$ cat config.mk
export PLATFORM = sky130hd
export DESIGN_NAME = cpu_hazard_ctl
export DESIGN_NICKNAME = d
export VERILOG_FILES = /design/src/rtl/cpu_hazard_ctl.sv
export SDC_FILE = /design/constraint.sdc
export NUM_CORES = 1
export LEC_CHECK = 0
export CAP_MARGIN = 5
export CORE_MARGIN = 2
export CORE_UTILIZATION = 49
export DETAILED_ROUTE_END_ITERATION = 8
export PLACE_DENSITY = 0.78
export SYNTH_ARGS = -nofsm -noshare
export SYNTH_HDL_FRONTEND = slang
export SYNTH_SLANG_ARGS = --single-unit
$ cat constraint.sdc
create_clock -name CLK -period 2.92 [get_ports CLK]
set_input_delay 0.584 -clock CLK [delete_from_list [all_inputs] [get_ports CLK]]
set_output_delay 0.584 -clock CLK [all_outputs]
set_load 0.005 [all_outputs]
$ cat src/rtl/cpu_hazard_ctl.sv
`default_nettype none
// ============================================================================
// Module : cpu_hazard_ctl
// Pipeline interlock: register hazards, load waits and memory-wait freezes.
// Rev    : 1.0
// ============================================================================
module cpu_hazard_ctl #(
  parameter int REGISTER_BITS = 8,
  parameter int DEPTH         = 4,
  parameter int MEM_SLOT      = 3,
  parameter int COUNT_BITS    = 16
) (
  input  logic                     CLK,
  input  logic                     RSTb,
  input  logic [REGISTER_BITS-1:0] regA_sel,
  input  logic [REGISTER_BITS-1:0] regB_sel,
  input  logic                     issue_valid,
  input  logic                     issue_writes,
  input  logic [REGISTER_BITS-1:0] issue_dest,
  input  logic                     issue_is_load,
  input  logic                     load_done,
  input  logic                     mem_wait,
  input  logic                     flush,
  output logic                     stall,
  output logic                     bubble,
  output logic                     freeze,
  output logic                     load_wait,
  output logic [COUNT_BITS-1:0]    stall_count
);

  typedef enum logic [0:0] {
    ST_IDLE      = 1'b0,
    ST_LOAD_WAIT = 1'b1
  } state_t;

  state_t                   r_state;
  logic [COUNT_BITS-1:0]    r_count;
  logic [DEPTH:1]           r_valid;
  logic [DEPTH:1]           r_load;
  logic [REGISTER_BITS-1:0] r_tag [1:DEPTH];

  logic [DEPTH:1]           w_match;
  logic                     w_hazard;
  logic                     w_load_enter;
  logic                     w_freeze;
  logic                     w_stall;
  logic                     w_new_valid;
  logic                     w_new_load;
  logic [REGISTER_BITS-1:0] w_new_tag;

  // Writeback slot is included: the register file only updates at the cycle end.
  generate
    for (genvar g = 1; g <= DEPTH; g++) begin : g_match
      assign w_match[g] = r_valid[g] &&
                          (((regA_sel != '0) && (regA_sel == r_tag[g])) ||
                           ((regB_sel != '0) && (regB_sel == r_tag[g])));
    end
  endgenerate

  assign w_hazard     = issue_valid && (|w_match);
  assign w_load_enter = (r_state == ST_IDLE) && r_load[MEM_SLOT] && !load_done;
  assign w_freeze     = mem_wait ||
                        ((r_state == ST_LOAD_WAIT) && !load_done) ||
                        w_load_enter;
  assign w_stall      = w_freeze || w_hazard;

  assign stall        = w_stall;
  assign bubble       = w_hazard && !w_freeze;
  assign freeze       = w_freeze;
  assign load_wait    = (r_state == ST_LOAD_WAIT);
  assign stall_count  = r_count;

  assign w_new_valid  = issue_valid && issue_writes && (issue_dest != '0) &&
                        !w_hazard && !flush;
  assign w_new_load   = issue_valid && issue_is_load && !w_hazard && !flush;
  assign w_new_tag    = w_hazard ? '0 : issue_dest;

  // Flush is applied after the shift, so it wins over the newly loaded slots.
  always_ff @(posedge CLK or negedge RSTb) begin
    if (!RSTb) begin
      r_valid <= '0;
      r_load  <= '0;
      for (int i = 1; i <= DEPTH; i++) begin
        r_tag[i] <= '0;
      end
    end else begin
      if (!w_freeze) begin
        for (int i = DEPTH; i >= 2; i--) begin
          r_valid[i] <= r_valid[i-1];
          r_load[i]  <= r_load[i-1];
          r_tag[i]   <= r_tag[i-1];
        end
        r_valid[1] <= w_new_valid;
        r_load[1]  <= w_new_load;
        r_tag[1]   <= w_new_tag;
      end
      if (flush) begin
        for (int i = 1; i < MEM_SLOT; i++) begin
          r_valid[i] <= 1'b0;
          r_load[i]  <= 1'b0;
        end
      end
    end
  end

  always_ff @(posedge CLK or negedge RSTb) begin
    if (!RSTb) begin
      r_state <= ST_IDLE;
      r_count <= '0;
    end else begin
      case (r_state)
        ST_IDLE:      if (w_load_enter) r_state <= ST_LOAD_WAIT;
        ST_LOAD_WAIT: if (load_done)    r_state <= ST_IDLE;
        default:                        r_state <= ST_IDLE;
      endcase
      if (w_stall && (r_count != '1)) begin
        r_count <= r_count + 1'b1;
      end
    end
  end

endmodule
`default_nettype wire

==> results of run 1 <==
-- power by group --
group          total, uW  switching, uW  internal (uW)  leakage [uW]
Sequential          1150            231            924      0.000697
Clock                460            283            177     0.0000463
Combinational        731            310            421       0.00121
Total               2350            824           1520       0.00195
-- per-layer routing --
| metal | up-vias | part of all wire | track usage |
|---|---|---|---|
| li1 | 1372 | - | - |
| met1 | 1383 | 0.49 | 0.376 |
| met2 | 70 | 0.46 | 0.376 |
| met3 | 11 | 0.040 | 0.0399 |
| met4 | 0 | 0.013 | 0.0722 |
| met5 | - | 0 | 0 |
-- stage by stage --
stage | std cells | setup TNS [ns] | setup slack (ns)
floorplan | 377 | -0.159 | -0.0874
global placement | 502 | -10.26 | -0.725
detailed placement | 502 | -10.99 | -0.728
CTS | 519 | -0.0247 | -0.0145
global route | 519 | -0.141 | -0.118
finish | 519 | -0.0320 | -0.0320
-- cells in the mapped netlist (2+ instances only) --
master and count:
nand2_1 118, dfrtp_1 56, xnor2_1 56, nand3_1 26
clkbuf_1 23, xor2_1 21, a21oi_1 14, nand4_1 11
nor2_1 8, or4_1 8, nor4_1 5, and3_1 3
mux2_1 3, o41ai_1 3, a211oi_1 2, buf_1 2
buf_2 2, nand4b_1 2
-- area by class of cell --
class | instances | area [um2]
Tap cell | 77 | 96.3
Fill cell | 530 | 2130
Sequential cell | 56 | 1400
Inverter | 1 | 3.75
Clock inverter | 3 | 27.5
Clock buffer | 5 | 68.8
Timing Repair Buffer | 85 | 744
Multi-Input combinational cell | 292 | 1920
-- final timing paths --
kind,end,slack (ns),from,depth (start not counted)
setup / recovery,bubble,-0.03,regB_sel[7],10
hold / removal,r_tag[4]$_DFFE_PN0N_,0.40,RSTb,1
setup reg to reg,stall_count[12]$_DFFE_PN0P_,0.16,r_tag[29]$_DFFE_PN0N_,10
hold reg to reg,r_load[3]$_DFFE_PN0N_,0.50,r_load[2]$_DFFE_PN0P_,2
max in group asynchronous,stall_count[11]$_DFFE_PN0P_,1.79,RSTb,2
min in group CLK,r_load[3]$_DFFE_PN0N_,0.50,r_load[2]$_DFFE_PN0P_,2
-- state kept, by name (all words and copies together) (netlist names) --
| name | flops |
|---|---|
| load_wait | 1 |
| r_load | 3 |
| r_tag | 32 |
| r_valid | 4 |
| stall_count | 16 |
-- kinds of logic after synthesis --
kind of cell    after synthesis
flops                        56
compound gates               24
simple gates                187
mux                           3
xor+xnor                     77
fa+ha+maj                     1
buf+inv                      29
-- cell usage in the layout, fill, tap and decap left out, types with 2 or more instances in the layout --
master           instances
a211oi_1                 2
clkbuf_8                 5
xnor2_2                  8
buf_4                   21
nor4_1                   5
dfrtp_1                 56
clkdlybuf4s50_1         32
xor2_1                  21
mux2_1                   3
o41ai_4                  4
or4_4                    7
buf_6                   16
buf_2                   14
nand4_1                 11
and3_1                   3
a21oi_1                 14
nand4b_1                 2
xnor2_1                 48
nor2_1                   5
nand3_1                 26
nand2_1                117
nor2_4                   4
-- critical path, cell delays in order --
cell	delay, ns
buf_6	0.10
or4_4	0.54
nor2_4	0.14
or4_4	0.14
o41ai_4	0.09
o41ai_4	0.34
buf_4	0.18
buf_6	0.10
nor2_4	0.03
buf_2	0.12
-- repair_timing --
item	4_1_cts	5_1_grt
gates resized for setup	103	2
pin swaps	15	0
buffers inserted	9	0
endpoints found under the setup margin	18	2
==> reports/metrics.cfg, run 1 <==
[sta]
timing.fmax_mhz = 339
slew_headroom = 0.346
fin_crit_sh = 1.01
whs_ns = 0.401
hold_viol = 0
worstMarginPinSlew_ns = 0.981
setup_viol = 1
fin_skew_ns = 0.00902
period_minus_slack_ns = 2.95
fin_ws_ns = -0.0320
slew_viol_final = 0
rsz0062_at_grt = true

[worst_hold_path]
min_path_type = in2async

[placement]
place_area_um2 = 3970
portBuffers = 51
dpl.hpwl_mm = 6.18
gp_congestion = 0.879

[yosys]
synth_area_um2 = 3250
synth_nets = 410
ys_warn_count = 0
synth_top_family_by_area = simple AND/OR/NAND/NOR gates
yosysUniqueCellTypes = 32
netlist.top_cell.by_area = dfrtp_1
avgSynthCellArea_um2 = 8.63
synth_top_area_frac = 0.431
synth-async-reset-ratio = 1.00
synth_compound_area_frac = 0.0542
synthFlopType = dfrtp_1
synth-edff-count = 0
synth-seq-cells = 56
yosys.area_share.simple = 0.258
syn_inst = 377
synth_seq_area_share = 0.431
synth_fa_ha_area_frac = 0.00385
synth_xor_xnor_area_share = 0.207
synth_mux_area_frac = 0.0104
synthTopCellsByArea = dfrtp_1 (43%), xnor2_1 (15%), nand2_1 (14%), xor2_1 (5.7%), nand3_1 (4.0%)

[die]
die_height_um = 85.5
fp.coreArea_um2 = 6390
fp.dieW_um = 85.5
start_util = 0.509
fp-row-count = 29
io_pins = 52
dieArea_um2 = 7310

[cells_and_area]
final_nets = 474
syn2layout_area_growth_pct = 30.9
final_area_um2 = 4260
antenna_cells = 0
drive_gt1_frac = 0.199
fin_util = 0.667

[worst_setup_path]
start_kind = input pin
worstPathArrival_ns = 2.37
crit_fanout = 2
cp.required_ns = 2.34
setup.worst_path.class = in2out
cp-end-kind = output pin

[detailed_routing]
drtIter0Drc = 187
firstDrtPassIters = 4
routed_wl_mm = 8.50
via_per_inst = 5.46
final_antenna_net_count = 0
detail_route.wl_per_cell_um = 16.4
drc_errors = 0
vias = 2836

[power]
leakagePower_uw = 0.00195
ir_worst_vdd_v = 0.000443
powerDensity_nw_per_um2 = 551
power.total_uw = 2350

[grt]
track_usage = 0.250
grt_first_pass_wirelength_mm = 14.4
grt_max_degree = 55
antenna_found_initial = 0
overflow = 0
grt_pass1_vias = 2923

[cts]
ctsHoldBuffers = 0
clk_latency_ns = 0.32
cts_buffer_depth = 2
cts_tree = built
cts_num_sinks = 56
htreeDepth = 2
cts_made_buffers = 5
clk_pin_slew_ns = 0.10
cts_root_buf = clkbuf_8

[run_status]
violations = setup timing
status = complete, but fails checks

[flow_run]
maxCapViolCount = 0

Power figures use the tool's default switching activity.
==> inputs of run 2 (changes only) <==
Settings changed: REMOVE_ABC_BUFFERS from default to 1.
==> reports/metrics.cfg, run 2 (synthesized netlist as in run 1, its figures left out) <==
[cells_and_area]
layout_commonest_cell = nand2_1
largest_reg_flops = 32
syn2layout_area_growth_pct = 24.5
final_nets = 468
finalNonFillerCells = 513
layout_common_cells = nand2_1 (118), xnor2_1 (56), dfrtp_1 (56), clkdlybuf4s50_1 (32), buf_4 (28)
fin_util = 0.634
antenna_cells = 0
top_register = r_tag
drive_gt1_frac = 0.156
nFillCells = 553

[cts]
cts_buffer_depth = 2
cts_tree = built
clk_pin_slew_ns = 0.10
cts_root_buf = clkbuf_8
clk_latency_ns = 0.32
cts_made_buffers = 5
ctsHoldBuffers = 0
htreeDepth = 2
cts_num_sinks = 56

[power]
p_int_uw = 1500
powerDensity_nw_per_um2 = 558
p_sw_frac = 0.339
leakagePower_uw = 0.00178
power_switching_uw = 767
pwr-share-clk = 0.193
ir_worst_vdd_v = 0.000439
seq_power_share = 0.502
pwr-share-comb = 0.305

[worst_setup_path]
timing.rr.end = stall_count[9]$_DFFE_PN0P_
max_stage_delay_ns = 0.54
r2r_cells = 9
cp.required_ns = 2.34
r2r_start = r_tag[16]$_DFFE_PN0N_
setup.worst_path.class = in2out
crit_fanout = 4
crit_chain = buf_6, or4_4, nor2_4, or4_4, o41ai_4, o41ai_4, nor2_1, buf_2
worstPathArrival_ns = 2.31
cp.buffers_inverters = 2
start_kind = input pin
crit_cells = 8
cp_top_family = simple AND/OR/NAND/NOR gates
cp-end-kind = output pin
r2r_setup_slack_ns = 0.37
cpMaxStageDelayCell = or4_4

[placement]
gp_congestion = 0.937
portBuffers = 51
dpl.cell_count = 499
dpl.hpwl_mm = 5.60

[die]
start_util = 0.509
fp.dieW_um = 85.5
dieArea_um2 = 7310
io_pins = 52
fp.coreArea_um2 = 6390
die_height_um = 85.5
fp-row-count = 29

[detailed_routing]
routed_wl_mm = 7.83
vias = 2761
drtIter0Drc = 148
firstDrtPassIters = 4
via_per_inst = 5.38
detail_route.wl_per_cell_um = 15.3
drc_errors = 0
final_antenna_net_count = 0

[grt]
grt_first_pass_wirelength_mm = 13.3
grt_max_degree = 57
track_usage = 0.230
overflow = 0
antenna_found_initial = 0
grt_pass1_vias = 2751

[sta]
setup_viol = 0
period_minus_slack_ns = 2.89
slew_headroom = 0.536
worstMarginPinSlew_ns = 0.696
slew_viol_final = 0
rsz0062_at_grt = true
fin_crit_sh = 0.991
hold_viol = 0
fin_skew_ns = 0.00967
timing.fmax_mhz = 346

[worst_hold_path]
min_path_type = in2async

[run_status]
status = finished, final reports clean

[flow_run]
maxCapViolCount = 0

run 2: changes by cell type in the layout (fill, tap and decap cells not counted), sizes merged:
cell,previous run,this run
buf,51,42
clkbuf,6,8
clkinvlp,1,2
inv,2,1
clkdlybuf4s15,1,2
run 2: layout make-up:
type                            count  area [um2]  share of cell area
Timing Repair Buffer               79         649               0.160
Inverter                            1        3.75            0.000926
Clock buffer                        5        68.8              0.0170
Tap cell                           77        96.3              0.0238
Sequential cell                    56        1400               0.346
Multi-Input combinational cell    292        1810               0.446
Clock inverter                      3        23.8             0.00587
run 2: power by group through the flow:
stage	Sequential (uW)	Clock, uW	Combinational (uW)
floorplan	1110	0	343
global placement	1140	0	677
detailed placement	1150	0	697
CTS	1130	449	695
global route	1170	490	767
finish	1140	436	690
run 2: what timing repair did:
action,in CTS,in global routing
gates cloned,0,0
buffers inserted,3,3
setup endpoints to repair,7,2
resized for setup,69,11
pin swaps,10,7
run 2: metrics by stage:
stage | TNS, ns | area [um2] | setup slack [ns] | power, uW | hold WS (ns)
floorplan | -42.60 | 3140 | -1.47 | 1450 | 0.288
global placement | -7.12 | 3920 | -0.636 | 1820 | 0.461
detailed placement | -8.33 | 3920 | -0.671 | 1840 | 0.469
CTS | 0 | 4010 | 0.00493 | 2280 | 0.412
global route | -0.138 | 4050 | -0.0793 | 2420 | 0.429
finish | 0 | 4050 | 0.0263 | 2260 | 0.375
run 2: routing by layer:
metal / global-route usage / vias up / routed length [um]
li1: - / 1354 / -
met1: 0.305 / 1308 / 3390
met2: 0.389 / 87 / 3910
met3: 0.0360 / 12 / 399
met4: 0.0693 / 0 / 125
met5: 0 / - / 0
run 2: worst max path at each step:
stage	from	endpoint	slack, ns
2_1_floorplan	load_done	bubble	-1.47
3_3_place_gp	regA_sel[4]	stall	-0.64
3_5_place_dp	regA_sel[4]	stall	-0.67
4_1_cts	regB_sel[5]	stall	0.005
5_1_grt	regB_sel[5]	stall	-0.08
6_report	regB_sel[5]	bubble	0.03
